===== src/rtl/cluster_link_pkg.sv =====
// Shared constants, types and helpers for the cluster hit-map link (transmit and receive sides).
package cluster_link_pkg;

  localparam int unsigned ROW_W       = 38;
  localparam int unsigned WORD_W      = 16;
  localparam int unsigned POP_W       = 7;
  localparam int unsigned ID_W        = 8;
  localparam int unsigned FRAME_WORDS = 8;
  localparam int unsigned WIDX_W      = 3;

  localparam logic [WORD_W-1:0] HEADER    = 16'hAAAA;
  localparam logic [WORD_W-1:0] IDLE_WORD = 16'h0000;

  localparam logic [WIDX_W-1:0] W_HDR = 3'd0;
  localparam logic [WIDX_W-1:0] W_TRL = 3'd7;

  typedef enum logic {
    ST_IDLE = 1'b0,
    ST_SEND = 1'b1
  } tx_state_e;

  // One buffered row pair plus its hit count, captured at push time.
  typedef struct packed {
    logic [ROW_W-1:0] row1;
    logic [ROW_W-1:0] row0;
    logic [POP_W-1:0] pop;
  } row_pair_t;

  function automatic logic [POP_W-1:0] popcount(input logic [ROW_W-1:0] v);
    logic [POP_W-1:0] n;
    n = '0;
    for (int unsigned i = 0; i < ROW_W; i++) begin
      n = n + POP_W'(v[i]);
    end
    return n;
  endfunction

endpackage


===== src/rtl/cluster_frame_tx_if.sv =====
// Row-pair input handshake and 16-bit link output of the cluster frame transmitter.
interface cluster_frame_tx_if;
  import cluster_link_pkg::*;

  logic              in_valid;
  logic              in_ready;
  logic [ROW_W-1:0]  in_row0;
  logic [ROW_W-1:0]  in_row1;
  logic              link_en;
  logic [WORD_W-1:0] tx_data;
  logic              tx_sof;
  logic              tx_eof;

  modport master (
    output in_valid, in_row0, in_row1, link_en,
    input  in_ready, tx_data, tx_sof, tx_eof
  );

  modport slave (
    input  in_valid, in_row0, in_row1, link_en,
    output in_ready, tx_data, tx_sof, tx_eof
  );

endinterface


===== src/rtl/cluster_row_fifo.sv =====
// Small synchronous FIFO of row pairs; exposes next-cycle full/empty for registered handshakes.
module cluster_row_fifo
  import cluster_link_pkg::*;
#(
  parameter int unsigned DEPTH = 2
) (
  input  logic      clk,
  input  logic      rst,
  input  logic      push,
  input  row_pair_t wr_data,
  input  logic      pop,
  output row_pair_t rd_data,
  output logic      full_next_c,
  output logic      empty_next_c
);

  localparam int unsigned AW = (DEPTH > 1) ? $clog2(DEPTH) : 1;
  localparam int unsigned CW = AW + 1;

  row_pair_t       mem [DEPTH];
  logic [AW-1:0]   wr_ptr;
  logic [AW-1:0]   rd_ptr;
  logic [CW-1:0]   count;
  logic [CW-1:0]   count_next;
  logic            full;
  logic            empty;
  logic            do_push;
  logic            do_pop;

  assign do_push = push && !full;
  assign do_pop  = pop && !empty;

  // Occupancy tracking; simultaneous push and pop leave it unchanged.
  always_comb begin
    count_next = count;
    case ({do_push, do_pop})
      2'b10:   count_next = count + CW'(1);
      2'b01:   count_next = count - CW'(1);
      default: count_next = count;
    endcase
  end

  assign full_next_c  = (count_next == CW'(DEPTH));
  assign empty_next_c = (count_next == CW'(0));

  always_ff @(posedge clk or negedge rst) begin
    if (!rst) begin
      wr_ptr <= '0;
      rd_ptr <= '0;
      count  <= '0;
      full   <= 1'b0;
      empty  <= 1'b1;
    end else begin
      if (do_push) wr_ptr <= wr_ptr + AW'(1);
      if (do_pop)  rd_ptr <= rd_ptr + AW'(1);
      count <= count_next;
      full  <= full_next_c;
      empty <= empty_next_c;
    end
  end

  always_ff @(posedge clk or negedge rst) begin
    if (!rst) begin
      for (int unsigned i = 0; i < DEPTH; i++) mem[i] <= '0;
    end else if (do_push) begin
      mem[wr_ptr] <= wr_data;
    end
  end

  assign rd_data = mem[rd_ptr];

endmodule


===== src/rtl/cluster_frame_tx.sv =====
// Cluster hit-map link transmitter: buffers row pairs and serializes each as an 8-word frame.
module cluster_frame_tx
  import cluster_link_pkg::*;
#(
  parameter int unsigned FIFO_DEPTH = 2
) (
  input  logic              clk,
  input  logic              rst,
  cluster_frame_tx_if.slave lnk,
  output logic              busy,
  output logic [ID_W-1:0]   frame_id
);

  tx_state_e         state_q;
  tx_state_e         state_d;
  logic [WIDX_W-1:0] w_q;
  logic [WIDX_W-1:0] w_d;

  logic [WORD_W-1:0] tx_data_q;
  logic [WORD_W-1:0] tx_data_d;
  logic              tx_sof_q;
  logic              tx_sof_d;
  logic              tx_eof_q;
  logic              tx_eof_d;
  logic              in_ready_q;
  logic              busy_d;

  logic              push_c;
  logic              pop_c;
  logic              full_next_c;
  logic              empty_next_c;
  row_pair_t         wr_pair;
  row_pair_t         head;
  logic [ID_W-1:0]   frame_id_inc;

  function automatic logic [WORD_W-1:0] row_word(input logic [ROW_W-1:0] row,
                                                 input logic [1:0]       sel);
    case (sel)
      2'd0:    return row[15:0];
      2'd1:    return row[31:16];
      default: return WORD_W'(row[ROW_W-1:32]);
    endcase
  endfunction

  assign push_c       = lnk.in_valid && in_ready_q;
  assign pop_c        = (state_q == ST_SEND) && lnk.link_en && (w_q == W_TRL);
  assign frame_id_inc = frame_id + ID_W'(1);

  assign wr_pair = '{row1: lnk.in_row1,
                     row0: lnk.in_row0,
                     pop:  popcount(lnk.in_row0) + popcount(lnk.in_row1)};

  cluster_row_fifo #(
    .DEPTH (FIFO_DEPTH)
  ) u_fifo (
    .clk          (clk),
    .rst          (rst),
    .push         (push_c),
    .wr_data      (wr_pair),
    .pop          (pop_c),
    .rd_data      (head),
    .full_next_c  (full_next_c),
    .empty_next_c (empty_next_c)
  );

  always_ff @(posedge clk or negedge rst) begin
    if (!rst) begin
      state_q <= ST_IDLE;
      w_q     <= W_HDR;
    end else begin
      state_q <= state_d;
      w_q     <= w_d;
    end
  end

  // A push on the launch edge counts, so the header follows an accept by one cycle.
  always_comb begin
    state_d = state_q;
    w_d     = w_q;
    case (state_q)
      ST_IDLE: begin
        if (lnk.link_en && !empty_next_c) begin
          state_d = ST_SEND;
          w_d     = W_HDR;
        end
      end
      ST_SEND: begin
        if (lnk.link_en) begin
          if (w_q == W_TRL) begin
            w_d     = W_HDR;
            state_d = empty_next_c ? ST_IDLE : ST_SEND;
          end else begin
            w_d = w_q + WIDX_W'(1);
          end
        end
      end
      default: begin
        state_d = ST_IDLE;
        w_d     = W_HDR;
      end
    endcase
  end

  // Word mux; a stalled link sees IDLE_WORD with no framing flags.
  always_comb begin
    tx_data_d = IDLE_WORD;
    tx_sof_d  = 1'b0;
    tx_eof_d  = 1'b0;
    busy_d    = (state_d == ST_SEND) || !empty_next_c;
    if (state_q == ST_SEND && lnk.link_en) begin
      case (w_q)
        W_HDR: begin
          tx_data_d = HEADER;
          tx_sof_d  = 1'b1;
        end
        W_TRL: begin
          tx_data_d = {frame_id_inc, 1'b0, head.pop};
          tx_eof_d  = 1'b1;
        end
        3'd1, 3'd2, 3'd3: tx_data_d = row_word(head.row0, 2'(w_q - 3'd1));
        default:          tx_data_d = row_word(head.row1, 2'(w_q - 3'd4));
      endcase
    end
  end

  always_ff @(posedge clk or negedge rst) begin
    if (!rst) begin
      tx_data_q  <= IDLE_WORD;
      tx_sof_q   <= 1'b0;
      tx_eof_q   <= 1'b0;
      in_ready_q <= 1'b0;
      busy       <= 1'b0;
      frame_id   <= '0;
    end else begin
      tx_data_q  <= tx_data_d;
      tx_sof_q   <= tx_sof_d;
      tx_eof_q   <= tx_eof_d;
      in_ready_q <= !full_next_c;
      busy       <= busy_d;
      if (pop_c) frame_id <= frame_id_inc;
    end
  end

  assign lnk.tx_data  = tx_data_q;
  assign lnk.tx_sof   = tx_sof_q;
  assign lnk.tx_eof   = tx_eof_q;
  assign lnk.in_ready = in_ready_q;

endmodule


===== src/flat_wrapper.sv =====
// flat-port wrapper written by rule: the top's interface ports become plain ports
module cluster_frame_tx_flat import cluster_link_pkg::*;
#(
  parameter int unsigned FIFO_DEPTH = 2
)
  (clk, rst, busy, frame_id, lnk_in_valid, lnk_in_row0, lnk_in_row1, lnk_link_en, lnk_in_ready, lnk_tx_data, lnk_tx_sof, lnk_tx_eof);
  cluster_frame_tx_if lnk_i ();
  input  logic clk;
  input  logic rst;
  output logic busy;
  output logic [ID_W-1:0] frame_id;
  input wire logic [$bits(lnk_i.in_valid)-1:0] lnk_in_valid;
  input wire logic [$bits(lnk_i.in_row0)-1:0] lnk_in_row0;
  input wire logic [$bits(lnk_i.in_row1)-1:0] lnk_in_row1;
  input wire logic [$bits(lnk_i.link_en)-1:0] lnk_link_en;
  output wire logic [$bits(lnk_i.in_ready)-1:0] lnk_in_ready;
  output wire logic [$bits(lnk_i.tx_data)-1:0] lnk_tx_data;
  output wire logic [$bits(lnk_i.tx_sof)-1:0] lnk_tx_sof;
  output wire logic [$bits(lnk_i.tx_eof)-1:0] lnk_tx_eof;
  assign lnk_i.in_valid = lnk_in_valid;
  assign lnk_i.in_row0 = lnk_in_row0;
  assign lnk_i.in_row1 = lnk_in_row1;
  assign lnk_i.link_en = lnk_link_en;
  assign lnk_in_ready = lnk_i.in_ready;
  assign lnk_tx_data = lnk_i.tx_data;
  assign lnk_tx_sof = lnk_i.tx_sof;
  assign lnk_tx_eof = lnk_i.tx_eof;
  cluster_frame_tx #(.FIFO_DEPTH(FIFO_DEPTH)) u_core (.clk(clk), .rst(rst), .lnk(lnk_i), .busy(busy), .frame_id(frame_id));
endmodule

===== config.mk =====
export PLATFORM = sky130hd
export DESIGN_NAME = cluster_frame_tx_flat
export DESIGN_NICKNAME = d
export VERILOG_FILES = /design/src/rtl/cluster_link_pkg.sv /design/src/rtl/cluster_frame_tx_if.sv /design/src/rtl/cluster_row_fifo.sv /design/src/rtl/cluster_frame_tx.sv /design/src/flat_wrapper.sv
export SDC_FILE = /design/constraint.sdc
export NUM_CORES = 1
export LEC_CHECK = 0
export CORE_UTILIZATION = 30
export CTS_BUF_LIST = sky130_fd_sc_hd__clkbuf_4 sky130_fd_sc_hd__clkbuf_8
export CTS_CLUSTER_SIZE = 8
export DETAILED_ROUTE_END_ITERATION = 6
export DONT_BUFFER_PORTS = 1
export SLEW_MARGIN = 15
export SYNTH_ARGS = -nofsm -noshare
export SYNTH_HDL_FRONTEND = slang
export SYNTH_SLANG_ARGS = --single-unit

===== constraint.sdc =====
create_clock -name clk -period 2.3 [get_ports clk]
set_input_delay 0.345 -clock clk [delete_from_list [all_inputs] [get_ports clk]]
set_output_delay 0.345 -clock clk [all_outputs]
set_load 0.02 [all_outputs]

# Yosys cells after proc, flatten, opt, wreduce, memory -nomap -nowiden
# Index checks and enable logic that the tools add are counted.
word_totals:
  ff_bits: 204
  latchBits: 0
  ramBits: 0
  rom_bits: 0
  in_bits: 80
  out_inout_bits: 28
  word_cells: 161
  memories: 0
classes:
  addsub: 83
  multipliers: 0
  div_mod_pow: 0
  magnitude_cmp: 3
  eq_ne: 11
  n_shift: 0
  muxes: 24
  n_bitwise: 3
  n_reduce_logical: 18
op_table:
  columns: ["cell", "n"]
  rows:
  - ["adder 7 x 1 -> 7 bit", 72]
  - ["2-to-1 mux 83 bit", 4]
  - ["bitwise mux 166 bit", 1]
  - ["demux 83 bit (select 1 bit)", 1]
  - ["case mux 16 bit (2 select lines)", 2]
  - ["case mux 16 bit (3 select lines)", 1]
  - ["2-to-1 mux 16 bit", 1]
  - ["2-to-1 mux 3 bit", 3]
  - ["adder 8 x 1 -> 8 bit, second input constant", 1]
  - ["2-to-1 mux 1 bit", 8]
  - ["adder 7 bit", 1]
  - ["logical AND 1 bit", 7]
  - ["== test 2 x 1 -> 1 bit, second input constant", 3]
  - ["== test 3 x 2 -> 1 bit, second input constant", 2]
  - ["zero test 2 bit", 3]
  - ["case mux 3 bit (2 select lines)", 1]
  - ["subtractor 2 x 1 -> 2 bit, second input constant", 3]
  - ["adder 1 x 1 -> 2 bit", 2]
  - ["== test 2 bit, second input constant", 2]
  - ["greater-or-equal comparator 2 bit, second input constant", 2]
  - ["zero test 1 bit", 4]
  - ["inverter 1 -> 2 bit", 2]
  - ["case mux 2 bit (2 select lines)", 1]
  - ["adder 3 x 1 -> 3 bit, second input constant", 1]
  - ["13 further kinds", 14]

# Longest topological paths before layout
# Gate-level depths: netlist of the first run.
logic_depth:
  depth_word: 39
  depth_mapped: 21

# Hierarchy
# A second synthesis of the first run with hierarchy kept.
unflattened:
  hier_cells: 887
  hier_area_um2: 11464.7
modules_own_cells:
  columns: ["mod", "instances", "cells_per_inst", "area_each_um2"]
  rows:
  - ["cluster_row_fifo", 1, 466, 7467.2]
  - ["cluster_frame_tx", 1, 421, 3997.6]

# Least setup slack after synthesis of the first run
# OpenSTA, ideal clock, no wires.
synth_path:
  path_type: "input to register"
  startpoint: "input port lnk_in_row1[0]"
  endpoint: "register u_core.u_fifo.mem[6] (netlist bit)"
  setup_time_ns: 0.127
  t_arrival_ns: 5.784
  required_time_ns: 2.173
  slack_ns: -3.611
  path_stages: 18
  n_path_buf: 0
  cell_sequence: "ha_1 -> inv_1 -> fa_1 -> inv_1 -> fa_1 -> fa_1 -> fa_1 -> fa_1 -> fa_1 -> fa_1 -> inv_1 -> fa_1 -> inv_1 -> fa_1 -> a21o_1 -> a21o_1 -> a21oi_1 -> o31ai_1"
synth_via:
  elab_chain_cells: 39
synth_lines:
  columns: ["item", "line", "rtl"]
  rows:
  - ["start, declared", "flat_wrapper.sv:14", "input wire logic [$bits(lnk_i.in_row1)-1:0] lnk_in_row1;"]
  - ["adder 1 x 1 -> 2 bit", "cluster_link_pkg.sv:33", "n = n + POP_W'(v[i]);"]
  - ["adder 7 x 1 -> 7 bit (36 in series)", "cluster_link_pkg.sv:33", null]
  - ["adder 7 bit", "cluster_frame_tx.sv:51", "pop: popcount(lnk.in_row0) + popcount(lnk.in_row1)};"]
  - ["bitwise mux 166 bit", "cluster_row_fifo.sv:66", "mem[wr_ptr] <= wr_data;"]
  - ["end signal, assigned by index", "cluster_row_fifo.sv:66", null]
  - ["end, declared", "cluster_row_fifo.sv:20", "row_pair_t mem [DEPTH];"]
# Every way passes these cells.
# A chain may end at the register's enable or synchronous reset.

# Final worst setup path of the first run
layout_path:
  startpoint: "input port lnk_in_row1[23]"
  endpoint: "register u_core.u_fifo.mem[89] (netlist bit)"
layout_via:
  elab_chain_cells: 17
layout_lines:
  columns: ["item", "line"]
  rows:
  - ["adder 7 x 1 -> 7 bit (15 in series)", "cluster_link_pkg.sv:33"]
  - ["adder 7 bit", "cluster_frame_tx.sv:51"]
  - ["bitwise mux 166 bit", "cluster_row_fifo.sv:66"]
# Every way passes these cells.

==> metrics.yaml, run 1 <==
fin_ws_ps: -2930
grt_pass1_vias: 8187
clk_latency_ps: 540
cts_htree_levels: 2
crit_start: "lnk_in_row1[23]"
first_pass_iters: 5
post_synth_xor_area_fraction: 0.0132
fin_nets: 1280
synth_edf_count: 0
synthTopCellsByCount: "dfrtp_1, inv_1, nand2_1"
routed_wl_um: 31500
clk_pin_slew_worst_paths_ps: 60
synthMostInstantiatedCell: "dfrtp_1"
cp-start-kind: "input port"
rr_endpoint: "u_core.lnk.tx_data[4]"
ys_seq_area_frac: 0.453
drive_gt1_frac: 0.259
critical_path_class: "in2reg"
start_util: 0.306
r2r_slack_ps: 50
antenna_cells: 0
cts_inserted_buffers: 38
io_pins: 108
grt_pass1_wl_um: 48400
slew_headroom: 0.533
finalCriticalPeriod_ps: 5230
skew_ps: 27.3
gp_congestion: 0.807
die_area_mm2: 0.0383
cpMaxStageDelayCell: "fa_2"
syn_area_mm2: 0.0113
io_buffer_count: 0
yosysWarnings: 0
grt_overflow_total: 0
track_usage: 0.168
avgSynthCellArea_um2: 11.2
cp_data_arrival_time_ps: 5650
clk_path_buf_depth: 3
rr_startpoint: "u_core.w_q[1]"
cts_sinks: 204
critPathMostFrequentCell: "fa_1"
rsz0062_at_grt: "true"
violations: "negative hold slack, negative setup slack"
synth-adder-area-share: 0.151
final-max-slew-violation-count: 0
antenna_found_initial: 2
cpPeakStageDelay_ps: 590
synth_cell_types: 54
min_period_over_period: 2.27
drc: 0
worst_pin_slew_ps: 698
setup_tns_ps: -38090
clockRootBuffer: "clkbuf_8"
yosysTopAreaCellShare: 0.451
synth_compound_area_frac: 0.114
row_count: 70
dp_hpwl_um: 22900
holdCritPathClass: "in2async"
finalSetupViolCount: 14
path_cells: "inv_1 > fa_1 > fa_2 > inv_2 > fa_1 > inv_1 > fa_1 > fa_1 > fa_1 > fa_1 > fa_1 > inv_2 > ha_4 > fa_2 > a21o_1 > a21o_1 > a21oi_2 > o31ai_1"
area_delta_synth_final_pct: 21.3
critPathCapture: "u_core.u_fifo.mem[89]"
required_ps: 2720
grt_max_degree: 205
synth_top_family_by_area: "adder cells"
synth_nets: 1179
synth.area.mux_share: 0.138
end_kind: "register"
drv_cap: 0
synth_ff_type: "dfrtp_1"
dieWidth_um: 196
ys_ff_latch: 204
critPathMaxFanout: 2
via_per_inst: 4.82
ant_nets: 0
die_y_um: 196
postSynthCellCount: 1003
wl_per_cell_um: 19.7
finalHoldViolCount: 204
status: "finished with violations"
rr_worst_depth: 7
cts_tree: "done"
max_freq_mhz: 191
async_flop_share: 1.00
synth_top_area_cell: "dfrtp_1"
drt_iter0_drc: 435
fin_hold_ws_ps: -483
core-area_mm2: 0.0368
yosys.area_share.simple: 0.0629
ys_top_cells_by_area: "dfrtp_1, fa_1, mux2_2"
vias: 7700
[worst min-delay path by stage]
stage	end	slack [ps]	depth (start not counted)	from
after floorplan	u_core.busy	50	0	rst
after global placement	u_core.u_fifo.mem[70]	70	0	rst
after detailed placement	u_core.u_fifo.mem[72]	70	0	rst
after CTS	u_core.u_fifo.mem[91]	-520	0	rst
after global routing	u_core.u_fifo.mem[138]	-510	0	rst
final	u_core.u_fifo.mem[72]	-480	0	rst
[critical path, delay by kind of cell]
kind | cells | cell delay (ps)
adders and majority gates | 10 | 4510
AOI/OAI and AO/OA | 4 | 600
buffers and inverters | 4 | 180
[timing repair]
item / in CTS / in global routing
buffers inserted: 1 / 3
gates cloned: 0 / 0
hold buffers: 36 / 1
pin swaps: 8 / 10
gates resized for setup: 21 / 17
endpoints found under the setup margin: 15 / 19
hold endpoints to repair: 279 / 205
[sequential cells by signal (all words and copies together), names as in the netlist]
signal / flops
u_core.u_fifo.count: 2
u_core.frame_id: 8
u_core.u_fifo.rd_ptr: 1
u_core.w_q: 3
u_core.state_q: 1
u_core.u_fifo.wr_ptr: 1
u_core.busy: 1
u_core.u_fifo.mem: 166
u_core.lnk.in_ready: 1
u_core.lnk.tx_eof: 1
u_core.lnk.tx_data: 16
u_core.lnk.tx_sof: 1
u_core.u_fifo.empty: 1
u_core.u_fifo.full: 1
[placed cells by master, fill, tap and decap left out, drive strengths merged, types with 30 or more instances in the layout]
| cell | instances |
|---|---|
| o21ai | 101 |
| dlygate4sd3 | 37 |
| ha | 30 |
| dfrtp | 203 |
| fa | 66 |
| nand2 | 115 |
| buf | 78 |
| mux2 | 102 |
| inv | 127 |
| clkbuf | 61 |
| mux2i | 41 |
[layer usage]
layer | share of wire | track usage | up-vias
li1 | - | - | 3582
met1 | 0.44 | 0.222 | 3843
met2 | 0.47 | 0.274 | 213
met3 | 0.067 | 0.0406 | 60
met4 | 0.025 | 0.0512 | 2
met5 | 0.00025 | 0 | -
[layout make-up]
class / count / area (um^2)
multi-input combinational: 620 / 5560
clock buffer: 61 / 758
sequential: 204 / 5110
fill: 3637 / 23100
tap: 468 / 586
timing repair buffer: 115 / 1120
clock inverter: 6 / 37.5
inverter: 125 / 489
[cell families after synthesis]
logic type	count (synthesis)
compound gates	200
simple gates	164
flops	204
buf+inv	179
xor+xnor	17
mux	143
fa+ha+maj	96
[metrics by stage]
stage,setup WS [ps],cell area (um^2),hold slack [ps],instances,util
after floorplan,-3380,11300,49.4,1003,-
after global placement,-3520,12300,66.1,1491,0.335
after detailed placement,-3600,12300,66.5,1491,0.335
after CTS,-2920,13600,-521,1595,0.369
after global routing,-3080,13700,-512,1599,0.371
final,-2930,13700,-483,1599,0.371
Power of run 1 is left out: the tool's default activity adds up to more than one toggle a clock period on the data nets, which glitch-free logic cannot reach.
==> run 2: changes to the inputs <==
--- a/config.mk
+++ b/config.mk
@@ -5,6 +5,7 @@
 export SDC_FILE = /design/constraint.sdc
 export NUM_CORES = 1
 export LEC_CHECK = 0
+export CORE_ASPECT_RATIO = 0.8
 export CORE_UTILIZATION = 30
 export CTS_BUF_LIST = sky130_fd_sc_hd__clkbuf_4 sky130_fd_sc_hd__clkbuf_8
 export CTS_CLUSTER_SIZE = 8
==> metrics.yaml, run 2 (same netlist as run 1, synthesis figures left out) <==
multiInputGateArea_mm2: 0.00552  # -0.70%
cpMaxStageDelayCell: "fa_1"
grt_pass1_wl_um: 49500  # +2.2%
critPathMostFrequentCell: "fa_1"
vias: 7809  # +1.4%
io_buffer_count: 0  # unchanged
cpPeakStageDelay_ps: 550  # -40 ps
cp-start-kind: "input port"
cts_inserted_buffers: 36  # -5.3%
clk_pin_slew_worst_paths_ps: 60  # about the same
track_usage: 0.173  # +0.00444
grt_pass1_vias: 8114  # -0.89%
antenna_found_initial: 0  # -2
max_freq_mhz: 189  # -1.3%
dieWidth_um: 219  # +12%
layout_commonest_cell: "dfrtp_1"
cp_data_arrival_time_ps: 5710  # +60 ps
antenna_cells: 0  # unchanged
place_area_mm2: 0.0123  # -0.25%
drc: 0  # unchanged
dp_hpwl_um: 23200  # +0.99%
regMostFlops: "u_core.u_fifo.mem"
via_per_inst: 4.85  # +0.66%
drt_iter0_drc: 565  # +30%
critical_path_class: "in2reg"
finalHoldViolCount: 204  # unchanged
core-area_mm2: 0.0370  # +0.71%
area_delta_synth_final_pct: 20.1
drive_gt1_frac: 0.245  # -0.0144
routed_wl_um: 32100  # +1.7%
final_area_mm2: 0.0135  # -0.99%
ant_nets: 0  # unchanged
largest_reg_flops: 166  # unchanged
grt_overflow_total: 0  # unchanged
start_util: 0.304  # -0.00217
clk_path_buf_depth: 3  # unchanged
fillCellCount: 3716  # +2.2%
min_period_over_period: 2.30  # +0.0306
hold_buffers: 37  # +2.8%
grt_max_degree: 205  # unchanged
rsz0062_at_grt: "true"
status: "finished with violations"
cts_tree: "done"
end_kind: "register"
wl_per_cell_um: 19.9  # +0.91%
row_count: 63  # -10%
clockRootBuffer: "clkbuf_8"
fin_nets: 1279  # -0.078%
required_ps: 2710  # about the same
critPathMaxFanout: 2  # unchanged
final-max-slew-violation-count: 0  # unchanged
path_cells: "inv_12 > fa_1 > inv_2 > fa_2 > inv_2 > fa_1 > inv_1 > fa_1 > inv_1 > fa_1 > fa_1 > fa_1 > fa_1 > inv_2 > ha_4 > fa_2 > a21o_1 > a21o_1 > a21oi_2 > o31ai_1"
first_pass_iters: 5  # unchanged
io_pins: 108  # unchanged
slew_headroom: 0.506  # -0.0277
fin_ws_ps: -3000  # -70.3 ps
finalCriticalPeriod_ps: 5300  # +70.3 ps
skew_ps: 20.9  # -6.44 ps
cts_sinks: 204  # unchanged
holdCritPathClass: "in2async"
drv_cap: 0  # unchanged
cts_htree_levels: 2  # unchanged
finalSetupViolCount: 14  # unchanged
die_y_um: 175  # -10%
setup_tns_ps: -39060  # -967 ps
clk_latency_ps: 550  # about the same
violations: "negative hold slack, negative setup slack"
fin_hold_ws_ps: -481  # +2.75 ps
die_area_mm2: 0.0383  # about the same
worst_pin_slew_ps: 740  # +41.5 ps
gp_congestion: 0.847  # +4.9%
layout_common_cells: "dfrtp_1, nand2_1, inv_1, mux2_2, o21ai_0"
seqCellArea_mm2: 0.00511  # about the same
run 2: repair_timing:
| item | CTS | global route |
|---|---|---|
| endpoints found under the hold margin | 281 | 204 |
| gates resized for setup | 13 | 12 |
| endpoints found under the setup margin | 16 | 22 |
| setup buffers | 1 | 3 |
| pin swaps | 7 | 4 |
run 2: metal layers:
layer | GRT usage | part of all wire | vias up | routed length, um
li1 | - | - | 3570 | -
met1 | 0.248 | 0.46 | 3974 | 14800
met2 | 0.261 | 0.45 | 213 | 14600
met3 | 0.0367 | 0.060 | 52 | 1930
met4 | 0.0498 | 0.024 | 0 | 760
met5 | 0 | 0 | - | 0
run 2: final timing paths:
kind	start	endpoint	slack [ps]	depth (start not counted)
worst max-delay path	lnk_in_row1[35]	u_core.u_fifo.mem[89]	-3000	20
worst min-delay path	rst	u_core.lnk.tx_data[13]	-480	0
worst max register to register	u_core.w_q[0]	u_core.lnk.tx_data[4]	50	9
worst min register to register	u_core.u_fifo.mem[155]	u_core.u_fifo.mem[155]	470	2
max in group asynchronous	rst	u_core.u_fifo.mem[107]	2400	0
min in group clk	lnk_in_row0[25]	u_core.u_fifo.mem[115]	40	2
run 2: critical path, delay by kind of cell:
kind / cells / cell delay [ps]
AOI/OAI and AO/OA: 4 / 610
buffers and inverters: 6 / 260
adders and majority gates: 10 / 4490
run 2: cell type report:
cell class / count / area share
Inverter: 125 / 0.0356
Tap cell: 487 / 0.0450
Clock buffer: 54 / 0.0522
Sequential cell: 204 / 0.378
Timing Repair Buffer: 116 / 0.0789
Clock inverter: 5 / 0.00222
Multi-Input combinational cell: 620 / 0.408
run 2: per-stage QoR:
step | util | hold WS [ps] | cells | setup slack [ps]
final | 0.365 | -481 | 1611 | -3000
after floorplan | - | 49.4 | 1003 | -3380
after global routing | 0.365 | -530 | 1611 | -3130
after detailed placement | 0.332 | 68.5 | 1511 | -3620
after CTS | 0.363 | -532 | 1608 | -2960
after global placement | 0.332 | 69.0 | 1511 | -3540
Power of run 2 is left out for the same reason.
